**src/rtl/sar_adc_pkg.sv**
```systemverilog
// sar_adc_pkg: shared states, constants and counter sizing for sar_adc_ctrl
package sar_adc_pkg;
  typedef enum logic [2:0] {IDLE, SAMPLE, SETTLE, DECIDE, DONE} state_e;
  localparam int CMP_SYNC_STAGES = 2;
  function automatic int cnt_w(input int sample_cycles, input int settle_cycles);
    int m;
    m = sample_cycles > settle_cycles + CMP_SYNC_STAGES ? sample_cycles : settle_cycles + CMP_SYNC_STAGES;
    return $clog2(m + 1);
  endfunction
endpackage

```
**src/rtl/sar_adc_ctrl_cmp_sync.sv**
```systemverilog
// sar_cmp_sync: two-flop synchronizer for the asynchronous comparator output
module sar_cmp_sync (
  input  logic clk,
  input  logic rst,
  input  logic d,
  output logic q
);
  logic [1:0] sync_q, sync_d;
  always_comb sync_d = {sync_q[0], d};
  always_ff @(posedge clk) sync_q <= rst ? 2'b00 : sync_d;
  assign q = sync_q[1];
endmodule

```
**src/rtl/sar_adc_ctrl.sv**
```systemverilog
// sar_adc_ctrl: SAR conversion sequencer (track/hold, MSB-first trial codes, result publish).
// Define SAR_ADC_CMP_SYNC_EN to synchronize cmp_in and stretch each settle by the sync depth.
module sar_adc_ctrl
  import sar_adc_pkg::*;
#(
  parameter int NBITS         = 8,
  parameter int SAMPLE_CYCLES = 4,
  parameter int SETTLE_CYCLES = 2
) (
  input  logic             clk,
  input  logic             rst,
  input  logic             ena,
  input  logic             start,
  input  logic             cmp_in,
  output logic             sample_o,
  output logic [NBITS-1:0] dac_code,
  output logic             busy,
  output logic             done,
  output logic [NBITS-1:0] result,
  output logic             valid
);
  localparam int CW = cnt_w(SAMPLE_CYCLES, SETTLE_CYCLES);
  localparam int IW = NBITS > 1 ? $clog2(NBITS) : 1;
  logic cmp_s;
`ifdef SAR_ADC_CMP_SYNC_EN
  localparam int SET_LEN = SETTLE_CYCLES + CMP_SYNC_STAGES;
  sar_cmp_sync u_sync (.clk(clk), .rst(rst), .d(cmp_in), .q(cmp_s));
`else
  localparam int SET_LEN = SETTLE_CYCLES;
  assign cmp_s = cmp_in;
`endif
  state_e           state_q, state_d;
  logic [CW-1:0]    cnt_q, cnt_d;
  logic [IW-1:0]    idx_q, idx_d, idx_n;
  logic [NBITS-1:0] dac_q, dac_d, result_q, result_d;
  logic             valid_q, valid_d;
  assign idx_n = idx_q - IW'(1);
  always_comb begin
    state_d  = state_q;
    cnt_d    = '0;
    idx_d    = idx_q;
    dac_d    = dac_q;
    result_d = result_q;
    valid_d  = valid_q;
    if (!ena) begin
      state_d = IDLE;
      dac_d   = '0;
      idx_d   = '0;
    end else begin
      case (state_q)
        IDLE: begin
          dac_d   = '0;
          state_d = start ? SAMPLE : IDLE;
        end
        SAMPLE: begin
          cnt_d = cnt_q + CW'(1);
          if (cnt_q == CW'(SAMPLE_CYCLES - 1)) begin
            cnt_d            = '0;
            idx_d            = IW'(NBITS - 1);
            dac_d[NBITS-1]   = 1'b1;
            state_d          = SETTLE;
          end
        end
        SETTLE: begin
          cnt_d   = cnt_q == CW'(SET_LEN - 1) ? '0 : cnt_q + CW'(1);
          state_d = cnt_q == CW'(SET_LEN - 1) ? DECIDE : SETTLE;
        end
        DECIDE: begin
          dac_d[idx_q] = cmp_s;
          if (idx_q != '0) begin
            idx_d        = idx_n;
            dac_d[idx_n] = 1'b1;
            state_d      = SETTLE;
          end else begin
            result_d = dac_d;
            valid_d  = 1'b1;
            state_d  = DONE;
          end
        end
        default: begin
          dac_d   = '0;
          state_d = IDLE;
        end
      endcase
    end
  end
  always_ff @(posedge clk) begin
    if (rst) begin
      state_q  <= IDLE;
      cnt_q    <= '0;
      idx_q    <= '0;
      dac_q    <= '0;
      result_q <= '0;
      valid_q  <= 1'b0;
    end else begin
      state_q  <= state_d;
      cnt_q    <= cnt_d;
      idx_q    <= idx_d;
      dac_q    <= dac_d;
      result_q <= result_d;
      valid_q  <= valid_d;
    end
  end
  assign sample_o = state_q == SAMPLE;
  assign busy     = state_q != IDLE;
  assign done     = state_q == DONE;
  assign dac_code = dac_q;
  assign result   = result_q;
  assign valid    = valid_q;
endmodule

```
**config.mk**
```make
export PLATFORM = sky130hd
export DESIGN_NAME = sar_adc_ctrl
export DESIGN_NICKNAME = d
export VERILOG_FILES = /design/src/rtl/sar_adc_pkg.sv /design/src/rtl/sar_adc_ctrl_cmp_sync.sv /design/src/rtl/sar_adc_ctrl.sv
export SDC_FILE = /design/constraint.sdc
export NUM_CORES = 1
export LEC_CHECK = 0
export BUFFER_PORTS_ARGS = -buffer_cell sky130_fd_sc_hd__buf_2
export CAP_MARGIN = 10
export CORE_MARGIN = 2
export CORE_UTILIZATION = 50
export DETAILED_ROUTE_END_ITERATION = 7
export HOLD_SLACK_MARGIN = 0.02
export PLACE_DENSITY = 0.81
export SETUP_SLACK_MARGIN = 0.2
export SLEW_MARGIN = 30
export SYNTH_ARGS = -nofsm -noshare
export SYNTH_HDL_FRONTEND = slang
export SYNTH_SLANG_ARGS = --single-unit
```
**constraint.sdc**
```tcl
create_clock -name clk -period 4.14 [get_ports clk]
set_input_delay 0.207 -clock clk [delete_from_list [all_inputs] [get_ports clk]]
set_output_delay 0.207 -clock clk [all_outputs]
set_load 0.01 [all_outputs]
```
; Word level (Yosys, flattened, before mapping)
; Index checks and enable logic that the tools add are counted.
[word_totals]
word_cells = 56
out_inout_bits = 20
input_bits = 5
reg_bits = 26
[op_classes]
reduce_logical = 11
muxes = 20
n_addsub = 2
n_bitwise = 4
n_lt_le_gt_ge = 4
n_eq_ne = 8
[ops]
columns = cell, n
row1 = two-way mux 3 bit, 6
row2 = one-hot mux 7 bit (2 select lines), 1
row3 = one-hot mux 3 bit (2 select lines), 2
row4 = one-hot mux 3 bit (4 select lines), 1
row5 = "== test 3 x 2 -> 1 bit, second input constant", 3
row6 = bitwise mux 8 bit, 1
row7 = "< comparator 3 x 4 -> 1 bit, second input constant", 2
row8 = two-way mux 8 bit, 1
row9 = bitwise OR 8 bit, 1
row10 = demux 1 bit (select 3 bit), 2
row11 = "== test 3 x 1 -> 1 bit, second input constant", 2
row12 = "greater-or-equal comparator 3 x 1 -> 1 bit, second input constant", 2
row13 = AND reduction 3 bit, 2
row14 = nonzero test 3 bit, 2
row15 = two-way mux 1 bit, 5
row16 = OR reduction 2 bit, 2
row17 = "adder 3 x 1 -> 3 bit, second input constant", 1
row18 = "== test 3 bit, second input constant", 1
row19 = zero test 3 bit, 1
row20 = inverter 1 bit, 3
row21 = one-hot mux 1 bit (3 select lines), 1
row22 = "subtractor 3 x 1 -> 3 bit, second input constant", 1
row23 = logical AND 1 bit, 2
row24 = "!= test 2 x 1 -> 1 bit, second input constant", 1
row25 = 3 further kinds, 3

; Depth between registers and ports, before layout
; Gate-level depths: netlist (run 1).
[depth]
depth_word = 8
mapped_depth = 9
depth_no_buf = 6

; Worst setup path after synthesis (run 1)
; Ideal clock, no wire load.
[synth_timing]
kind = reg-to-reg
start = register idx_q[0]
end = register idx_q[1]
period_less_slack_ns = 1.753
arrival_ns = 1.662
path_buffers = 1
setup_ns = 0.091
stages_incl_launch_ff = 8
path_slack_ns = 2.387
required_time_ns = 4.049
cell_sequence = dfxtp_1 -> buf_2 -> inv_1 -> ha_1 -> nor2b_1 -> a211oi_1 -> nor2_1 -> a311oi_1
[synth_between]
elab_chain_cells = 3
elab_cells_between_ends = 6
classes_between = add/sub: 1 / eq/ne: 1 / mux: 2 / reduce/logical: 2
[synth_rtl]
columns = item, line
row1 = "start, declared", sar_adc_ctrl.sv:34  ; logic [IW-1:0] idx_q, idx_d, idx_n;
row2 = "start signal, assigned", sar_adc_ctrl.sv:98  ; idx_q <= idx_d;
row3 = subtractor 3 x 1 -> 3 bit / nonzero test 3 bit (equally long branches), "sar_adc_ctrl.sv:37, sar_adc_ctrl.sv:70"
row4 = two-way mux 3 bit / != test 2 bit (equally long branches), -
row5 = one-hot mux 3 bit (2 select lines) / AND reduction 3 bit (equally long branches), -
; Parallel ways exist; a longest one is shown, timed or not. The select of a mux whose other input is x is not followed.
; A chain may end at the register's enable or synchronous reset.

; Worst setup path in the final report (run 1)
[layout_timing]
start = register idx_q[0]
end = register result_q[1], in the netlist result[1]
[layout_between]
elab_chain_cells = 5
elab_cells_between_ends = 9
classes_between = order compare: 2 / mux: 3 / bitwise: 1 / reduce/logical: 3
[layout_rtl]
columns = item, line
row1 = < comparator 3 x 4 -> 1 bit (implied by the code) / greater-or-equal comparator 3 x 1 -> 1 bit (equally long branches), sar_adc_ctrl.sv:69  ; dac_d[idx_q] = cmp_s;
row2 = logical AND 1 bit (implied by the code), sar_adc_ctrl.sv:69
row3 = two-way mux 1 bit (implied by the code), sar_adc_ctrl.sv:69
row4 = demux 1 bit (select 3 bit), sar_adc_ctrl.sv:69
row5 = bitwise mux 8 bit, sar_adc_ctrl.sv:69
row6 = "end signal, assigned", sar_adc_ctrl.sv:100  ; result_q <= result_d;
row7 = "end, declared", sar_adc_ctrl.sv:35  ; logic [NBITS-1:0] dac_q, dac_d, result_q, result_d;
; Parallel ways exist; a longest one is shown, timed or not.

==> impl_metrics.json, run 1 <==
{
  "die_y_um": 58.5,
  "dpl.hpwl_mm": 2.25,
  "gp_congestion": 0.880,
  "rsz0062_at_grt": "false",
  "outcome": "finished, final reports clean",
  "max_freq_ghz": 0.435,
  "portBuffers": 24,
  "detail-route-antenna-nets": 0,
  "critPathKind": "register to register",
  "avgSynthCellArea_um2": 9.22,
  "seqPwrFrac": 0.555,
  "cts_max_level": 1,
  "dr.pass1.iters": 4,
  "syn_nets": 173,
  "power.share.clock": 0.393,
  "wl_per_cell_um": 14.9,
  "crit_path_top_delay_cell": "and3_1",
  "power_density_nw_per_um2": 287,
  "yosysSeqAreaShare": 0.351,
  "via_per_inst": 5.99,
  "grt_usage": 0.194,
  "swShare": 0.218,
  "power_frac_comb": 0.051,
  "post-route-min-period_ns": 2.30,
  "tritoncts": "yes",
  "die_w_um": 58.5,
  "power_leakage_nw": 0.645,
  "setup_viol": 0,
  "syn_inst": 161,
  "critPathMaxFanout": 18,
  "clock_path_buffers": 2,
  "ys_types": 43,
  "drv_cap": 0,
  "ir_worst_vdd_mv": 0.278,
  "syn_area_um2": 1480,
  "io-pin-count": 25,
  "clk_pin_slew_ns": 0.15,
  "cts_resized": 0,
  "grt_pass1_wl_mm": 5.15,
  "cp-end-kind": "register",
  "p_total_mw": 0.459,
  "coreArea_um2": 2780,
  "cp-start-kind": "register",
  "cp_data_arrival_time_ns": 2.57,
  "finalInstanceArea_um2": 1600,
  "netlist.area_leader.share": 0.351,
  "rows": 19,
  "ys_ff_latch": 26,
  "placed_area_um2": 1550,
  "drc": 0,
  "clock_skew_ns": 0.00915,
  "worst_slew_pin_slew_ns": 0.724,
  "antenna_found_initial": 0,
  "cts_hold_buf": 0,
  "synthTopCellsByArea": "dfxtp_1 (35%), a211oi_2 (6.7%), mux2i_1 (6.7%), ha_1 (5.9%), nor2_1 (5.8%)",
  "cts_setup_buffers": 0,
  "worst-path-buf-inv": 1,
  "p_sw_mw": 0.0999,
  "crit_chain": "inv_1, ha_1, nor2b_1, and3_1, nor2_1, a211oi_2",
  "max_stage_delay_ns": 0.67,
  "path_delay_family": "simple AND/OR/NAND/NOR gates",
  "finalHoldViolations": 0,
  "routed_wl_mm": 3.09,
  "cts_buffers": 3,
  "root_buffer": "clkbuf_4",
  "vias": 1240,
  "diodes": 0,
  "final_layout_size_suffix_gt1_frac": 0.233,
  "yosys_warnings": 0,
  "synthToLayoutAreaGrowth_pct": 7.76,
  "maxSlewViolCount": 0,
  "initial_utilization": 0.534,
  "slew-limit-headroom": 0.517,
  "grt.overflow.total": 0,
  "fin_nets": 189,
  "yosysTopAreaCell": "dfxtp_1",
  "tns_ns": 0,
  "cts.sinks": 26,
  "cp_data_required_time_ns": 4.41,
  "clkLatencyLatePin_ns": 0.34,
  "internal-power_mw": 0.359,
  "hp-class": "primary input to register",
  "grt_max_degree": 19,
  "grt_pass1_vias": 1178,
  "mostFrequentLayoutCells": "dfxtp_1 (26), buf_2 (24), nor2_1 (23)",
  "finalCritPeriodShare": 0.556,
  "layout_commonest_cell": "dfxtp_1",
  "die-area_um2": 3420,
  "drt_iter0_markers": 26
}
[registers in the layout, summed over array words and instances, names as in the netlist]
signal	count
idx_q	3
dac_code	8
valid	1
result	8
state_q	3
cnt_q	3
[area by class of cell]
type / count / area, um2
clock buffer: 3 / 22.5
clock inverter: 1 / 30.0
fill: 234 / 1180
inverter: 8 / 30.0
multi-input combinational: 114 / 837
sequential: 26 / 520
tap: 31 / 38.8
timing repair buffer: 24 / 120
[worst reg2reg max path, delay by kind of cell (launching register included)]
kind,cells,cell delay (ns)
and+or+nand+nor,3,1.04
AOI/OAI and AO/OA,1,0.24
adders and majority gates,1,0.24
DFF,1,0.47
buffers and inverters,1,0.24
[synth_stat cells, drive strengths merged]
cell type,number
a211oi,10
a21oi,6
a22o,7
a2bb2oi,1
a311oi,1
a31oi,1
a41o,1
and2,1
and2b,1
and3,1
and3b,1
and4,1
buf,11
clkbuf,2
dfxtp,26
ha,7
inv,8
mux2i,10
nand2,5
nand2b,3
nand3,2
nand3b,3
nand4b,1
nor2,23
nor2b,3
nor3,8
nor3b,4
o21ai,4
o31ai,1
o32a,2
o41ai,1
or2b,2
or3,1
xnor2,2
[routing by layer]
metal / global-route usage / part of all wire
met3: 0.0308 / 0.061
met5: 0 / 0
met1: 0.250 / 0.45
met4: 0.0731 / 0.019
met2: 0.326 / 0.47
[metrics by stage]
stage	instances	hold slack (ns)	worst slack, ns	utilization
after global routing	207	0.216	1.71	0.575
after detailed placement	203	0.488	1.93	0.556
after floorplan	161	0.462	2.39	-
after CTS	207	0.213	1.86	0.575
final	207	0.206	1.84	0.575
after global placement	203	0.456	2.12	0.556
[final timing paths]
kind	to	cells past startpoint	startpoint	slack, ns
worst max-delay path	result[1]	6	idx_q[0]	1.84
worst min-delay path	result[0]	2	rst	0.21
worst max register to register	result[1]	6	idx_q[0]	1.84
worst min register to register	valid	2	valid	0.51
[logic make-up (layout without fill, tap and decap cells)]
family | Yosys count | count (layout) | synth area share
buffers and inverters | 21 | 36 | 0.0852
and+or+nand+nor | 60 | 60 | 0.226
adders and majority gates | 7 | 7 | 0.0590
xor gates and xnor gates | 2 | 2 | 0.0118
muxes | 10 | 10 | 0.0675
DFF | 26 | 26 | 0.351
AOI/OAI and AO/OA | 35 | 35 | 0.200
[power groups by stage]
stage / clock network, mW / logic [mW] / registers, mW
after global placement: 0 / 0.0229 / 0.260
after global routing: 0.190 / 0.0262 / 0.255
after detailed placement: 0 / 0.0236 / 0.260
after CTS: 0.182 / 0.0237 / 0.255
final: 0.181 / 0.0236 / 0.255
after floorplan: 0 / 0.0193 / 0.258
Note: power is estimated with default switching activity, not from simulation.
==> inputs of run 2 (changes only) <==
- ABC_AREA: not set -> 1
- PLACE_DENSITY: 0.81 -> 0.82
- clock period: 4.14 -> 2.3 ns (I/O delays scaled with it)
==> impl_metrics.json, run 2 <==
{
  "clock_path_buffers": 2,
  "finalInstanceArea_um2": 1560,
  "setup_ws_ns": 0.551,
  "clkLatencyLatePin_ns": 0.32,
  "rows": 19,
  "cp_data_required_time_ns": 2.52,
  "coreArea_um2": 2710,
  "power_density_nw_per_um2": 461,
  "cts_buffers": 3,
  "worst_slew_pin_slew_ns": 0.416,
  "ir_worst_vdd_mv": 0.446,
  "initial_utilization": 0.517,
  "power.share.clock": 0.263,
  "cts.sinks": 26,
  "routed_wl_mm": 2.81,
  "drt_iter0_markers": 47,
  "p_sw_mw": 0.179,
  "fin_nets": 236,
  "synth_edf_count": 0,
  "die_y_um": 56.9,
  "detail-route-antenna-nets": 0,
  "async_flop_share": 0,
  "yosys_warnings": 0,
  "ys_ff_latch": 26,
  "cts_max_level": 1,
  "die-area_um2": 3240,
  "dp.cells": 249,
  "place_ws_ns": 0.604,
  "outcome": "finished, final reports clean",
  "ys_types": 27,
  "cts_resized": 0,
  "tritoncts": "yes",
  "synth_most_common_cell": "nand2_1",
  "clock_skew_ns": 0.00421,
  "slew-limit-headroom": 0.721,
  "cp-start-kind": "register",
  "syn_nets": 210,
  "diodes": 0,
  "utilization": 0.574,
  "grt_pass1_wl_mm": 4.72,
  "rsz0062_at_grt": "false",
  "root_buffer": "clkbuf_4",
  "seqPwrFrac": 0.643,
  "grt_max_degree": 18,
  "hp-class": "primary input to register",
  "grt.overflow.total": 0,
  "ys.flop_type": "dfxtp_1",
  "stdcell_count": 253,
  "antenna_found_initial": 0,
  "power_leakage_nw": 0.772,
  "layout_commonest_cell": "nand2_1",
  "mostFrequentLayoutCells": "nand2_1 (44), inv_1 (26), dfxtp_1 (26)",
  "dpl.hpwl_mm": 2.17,
  "maxSlewViolCount": 0,
  "cp_data_arrival_time_ns": 1.97,
  "io-pin-count": 25,
  "yosysTopAreaCell": "dfxtp_1",
  "clk_pin_slew_ns": 0.13,
  "critPathKind": "register to register",
  "swShare": 0.250,
  "die_w_um": 56.9,
  "yosys-top-cells-count": "nand2_1 (44), dfxtp_1 (26), inv_1 (26), o21ai_0 (24), nor2_1 (15)",
  "syn_area_um2": 1400,
  "max_freq_ghz": 0.572,
  "drc": 0,
  "cp-end-kind": "register",
  "tns_ns": 0,
  "internal-power_mw": 0.537,
  "wl_per_cell_um": 11.1,
  "grt_pass1_vias": 1118,
  "critPathMaxFanout": 12,
  "syn_inst": 198,
  "grt_usage": 0.183,
  "netlist.area_leader.share": 0.372,
  "vias": 1324,
  "avgSynthCellArea_um2": 7.07,
  "yosysSeqAreaShare": 0.372,
  "post-route-min-period_ns": 1.75,
  "power_frac_comb": 0.094,
  "finalCritPeriodShare": 0.760,
  "dr.pass1.iters": 4,
  "synthToLayoutAreaGrowth_pct": 11.1,
  "finalHoldViolations": 0,
  "drv_cap": 0,
  "via_per_inst": 5.23,
  "placed_area_um2": 1520,
  "portBuffers": 24,
  "setup_viol": 0,
  "gp_congestion": 0.929,
  "synthTopCellsByArea": "dfxtp_1 (37%), nand2_1 (12%), o21ai_0 (8.6%), inv_1 (7.0%), ha_1 (6.3%)",
  "final_layout_size_suffix_gt1_frac": 0.180
}
run 2: cell types whose count changed after synthesis, moves of 7 or more:
cell and delta:
nand3_1 +10, a21oi_1 +7, inv_1 +19, a211oi_2 -8
nor2_1 -8, o21ai_0 +20, mux2i_1 -10, nand2_1 +39
a22o_1 -7
run 2: cells by family after synthesis:
group | Yosys count | synth area share
AND/OR/NAND/NOR | 91 | 0.305
adder cells (fa/ha/maj) | 7 | 0.0626
flip-flops | 26 | 0.372
AO/OA/AOI/OAI | 42 | 0.158
buffers and inverters | 32 | 0.103
run 2: worst paths after layout:
check | startpoint | endpoint | slack [ns] | cells past startpoint
worst max-delay path | idx_q[0] | idx_q[2] | 0.55 | 8
worst min-delay path | start | state_q[0] | 0.07 | 3
worst max register to register | idx_q[0] | idx_q[2] | 0.55 | 8
worst min register to register | dac_code[0] | dac_code[0] | 0.48 | 2
run 2: what timing repair did:
item | in CTS | in global routing
hold endpoints to repair | 1 | 0
hold buffers | 1 | 0
setup buffers | 0 | 0
run 2: power groups by stage:
stage          combinational (mW)  clock [mW]  sequential [mW]
5_1_grt                    0.0775       0.208            0.461
6_report                   0.0676       0.188            0.460
3_5_place_dp               0.0656           0            0.470
4_1_cts                    0.0674       0.195            0.460
2_1_floorplan              0.0512           0            0.467
3_3_place_gp               0.0658           0            0.470
run 2: critical path: stages (launching register included):
cell	delay [ns]
dfxtp_1	0.56
inv_1	0.21
ha_1	0.26
nand2_1	0.12
nand2_1	0.10
nand2_2	0.09
nand2_2	0.07
nor3_1	0.17
nor2_1	0.07
run 2: final cells by class:
cell class              instances  area, um2
repair buffers                 25        130
clock buffers                   3       22.5
fillers                       264       1150
inverters                      28        108
well taps                      31       38.8
flip-flops and latches         26        520
multi-input cells             140        736
run 2: layer usage:
layer	up-vias	wire length, um	global-route usage
met4	0	31	0.0498
met2	32	1310	0.299
li1	693	-	-
met3	4	123	0.0415
met1	595	1340	0.244
met5	-	0	0
run 2: per-stage QoR:
| step | power (mW) | hold slack (ns) |
|---|---|---|
| after floorplan | 0.518 | 0.187 |
| after global placement | 0.536 | 0.345 |
| after detailed placement | 0.536 | 0.344 |
| after CTS | 0.723 | 0.0745 |
| after global routing | 0.747 | 0.0733 |
| final | 0.716 | 0.0749 |
==> inputs of run 3 (changes only) <==
- clock period: 2.3 -> 1.8 ns (I/O delays scaled with it)
==> impl_metrics.json, run 3 (synthesized netlist as in run 2, its figures left out) <==
{
  "dr.pass1.iters": 4,
  "critPathMaxFanout": 9,
  "setup_viol": 0,
  "detail-route-antenna-nets": 0,
  "path_delay_family": "simple AND/OR/NAND/NOR gates",
  "clock_path_buffers": 2,
  "grt.busiest_layer": "met2",
  "post-route-min-period_ns": 1.53,
  "gp_congestion": 0.952,
  "cp_data_required_time_ns": 2.08,
  "layout_commonest_cell": "nand2_1",
  "cp-end-kind": "register",
  "max_stage_delay_ns": 0.40,
  "coreArea_um2": 2710,
  "cts.sinks": 26,
  "critPathKind": "register to register",
  "clk_pin_slew_ns": 0.15,
  "die_w_um": 56.9,
  "crit_start": "idx_q[1]",
  "reg2reg_from": "idx_q[1]",
  "cp_data_arrival_time_ns": 1.80,
  "tritoncts": "yes",
  "finalHoldViolations": 0,
  "drc": 0,
  "whs_path_depth": 3,
  "hp-class": "primary input to register",
  "hp-start": "start",
  "grt_usage": 0.198,
  "via_per_inst": 5.23,
  "clkLatencyLatePin_ns": 0.33,
  "diodes": 0,
  "synthToLayoutAreaGrowth_pct": 17.1,
  "dpl.hpwl_mm": 2.26,
  "grt_max_degree": 18,
  "root_buffer": "clkbuf_4",
  "grt.overflow.total": 0,
  "finalCritPeriodShare": 0.848,
  "cts_buffers": 3,
  "cts_max_level": 1,
  "die-area_um2": 3240,
  "globalRouteMet1Util": 0.255,
  "final_layout_size_suffix_gt1_frac": 0.223,
  "grt_pass1_vias": 1221,
  "use_met3": 0.0461,
  "fin_nets": 242,
  "worst-path-buf-inv": 2,
  "drv_cap": 0,
  "reg2reg_depth": 8,
  "crit_chain": "inv_2, ha_1, nand2_1, inv_1, nand2_4, nor2_4, o21ai_0, a21oi_1",
  "routed_wl_mm": 3.16,
  "max_freq_ghz": 0.655,
  "vias": 1361,
  "min_to": "state_q[0]",
  "initial_utilization": 0.517,
  "r2r_end": "result[5]",
  "ff2ff_setup_slack_ns": 0.27,
  "drt_iter0_markers": 74,
  "wl_per_cell_um": 12.1,
  "ir_worst_vdd_mv": 0.640,
  "power_density_nw_per_um2": 659,
  "fill_cells": 261,
  "antenna_found_initial": 0,
  "outcome": "finished, final reports clean",
  "die_y_um": 56.9,
  "tns_ns": 0,
  "crit_path_top_delay_cell": "dfxtp_4",
  "portBuffers": 24,
  "rows": 19,
  "mostFrequentLayoutCells": "nand2_1 (44), inv_1 (24), o21ai_0 (24), dfxtp_1 (24), buf_2 (24)",
  "grt_pass1_wl_mm": 5.14,
  "io-pin-count": 25,
  "power_leakage_nw": 0.815,
  "clock_skew_ns": 0.0167,
  "worst_slew_pin_slew_ns": 0.485,
  "maxSlewViolCount": 0,
  "slew-limit-headroom": 0.675,
  "cp-start-kind": "register",
  "utilization": 0.605,
  "use_met2": 0.330,
  "rsz0062_at_grt": "false"
}
[run 3: power breakdown]
part / internal, mW / switching, mW
Sequential: 0.579 / 0.00695
Combinational: 0.0291 / 0.0626
Clock: 0.225 / 0.176
[run 3: worst min-delay path, delay by kind of cell]
| kind | cells | cell delay, ns |
|---|---|---|
| buf+inv | 1 | 0.09 |
| compound gates | 1 | 0.08 |
| simple gates | 1 | 0.07 |
[run 3: layer usage]
| metal | vias to the layer above | wire, um |
|---|---|---|
| li1 | 703 | - |
| met1 | 615 | 1410 |
| met2 | 41 | 1590 |
| met3 | 2 | 150 |
| met4 | 0 | 4 |
| met5 | - | 0 |
[run 3: area by class of cell]
type,count,area [um2],area share
multi-input cells,141,747,0.456
clock buffers,3,22.5,0.0137
flip-flops and latches,26,526,0.321
clock inverters,1,30.0,0.0183
repair buffers,30,168,0.102
well taps,31,38.8,0.0237
inverters,28,108,0.0656
[run 3: worst max path at each step]
stage,end,slack [ns],cells past startpoint
global route,result[5],0.13,8
global placement,idx_q[2],0.26,8
CTS,result[3],0.26,8
floorplan,result[6],0.38,10
finish,result[5],0.27,8
detailed placement,idx_q[2],0.23,8
[run 3: repair_timing]
| action | in CTS | in global routing |
|---|---|---|
| gates resized for setup | 1 | 4 |
| cloned | 0 | 1 |
| endpoints found under the setup margin | 3 | 16 |
| hold buffers | 1 | 0 |
| buffers inserted | 0 | 4 |
| pin swaps | 0 | 1 |
| endpoints found under the hold margin | 1 | 0 |
[run 3: metrics by stage]
| stage | power, mW | hold slack [ns] | setup slack, ns | cells | instance area (um2) |
|---|---|---|---|---|---|
| 6_report | 1.08 | 0.0307 | 0.274 | 260 | 1640 |
| 5_1_grt | 1.12 | 0.0398 | 0.129 | 260 | 1640 |
| 4_1_cts | 1.09 | 0.0279 | 0.255 | 255 | 1590 |
| 3_5_place_dp | 0.686 | 0.323 | 0.233 | 250 | 1530 |
| 3_3_place_gp | 0.685 | 0.322 | 0.264 | 250 | 1530 |
| 2_1_floorplan | 0.662 | 0.162 | 0.376 | 198 | 1400 |
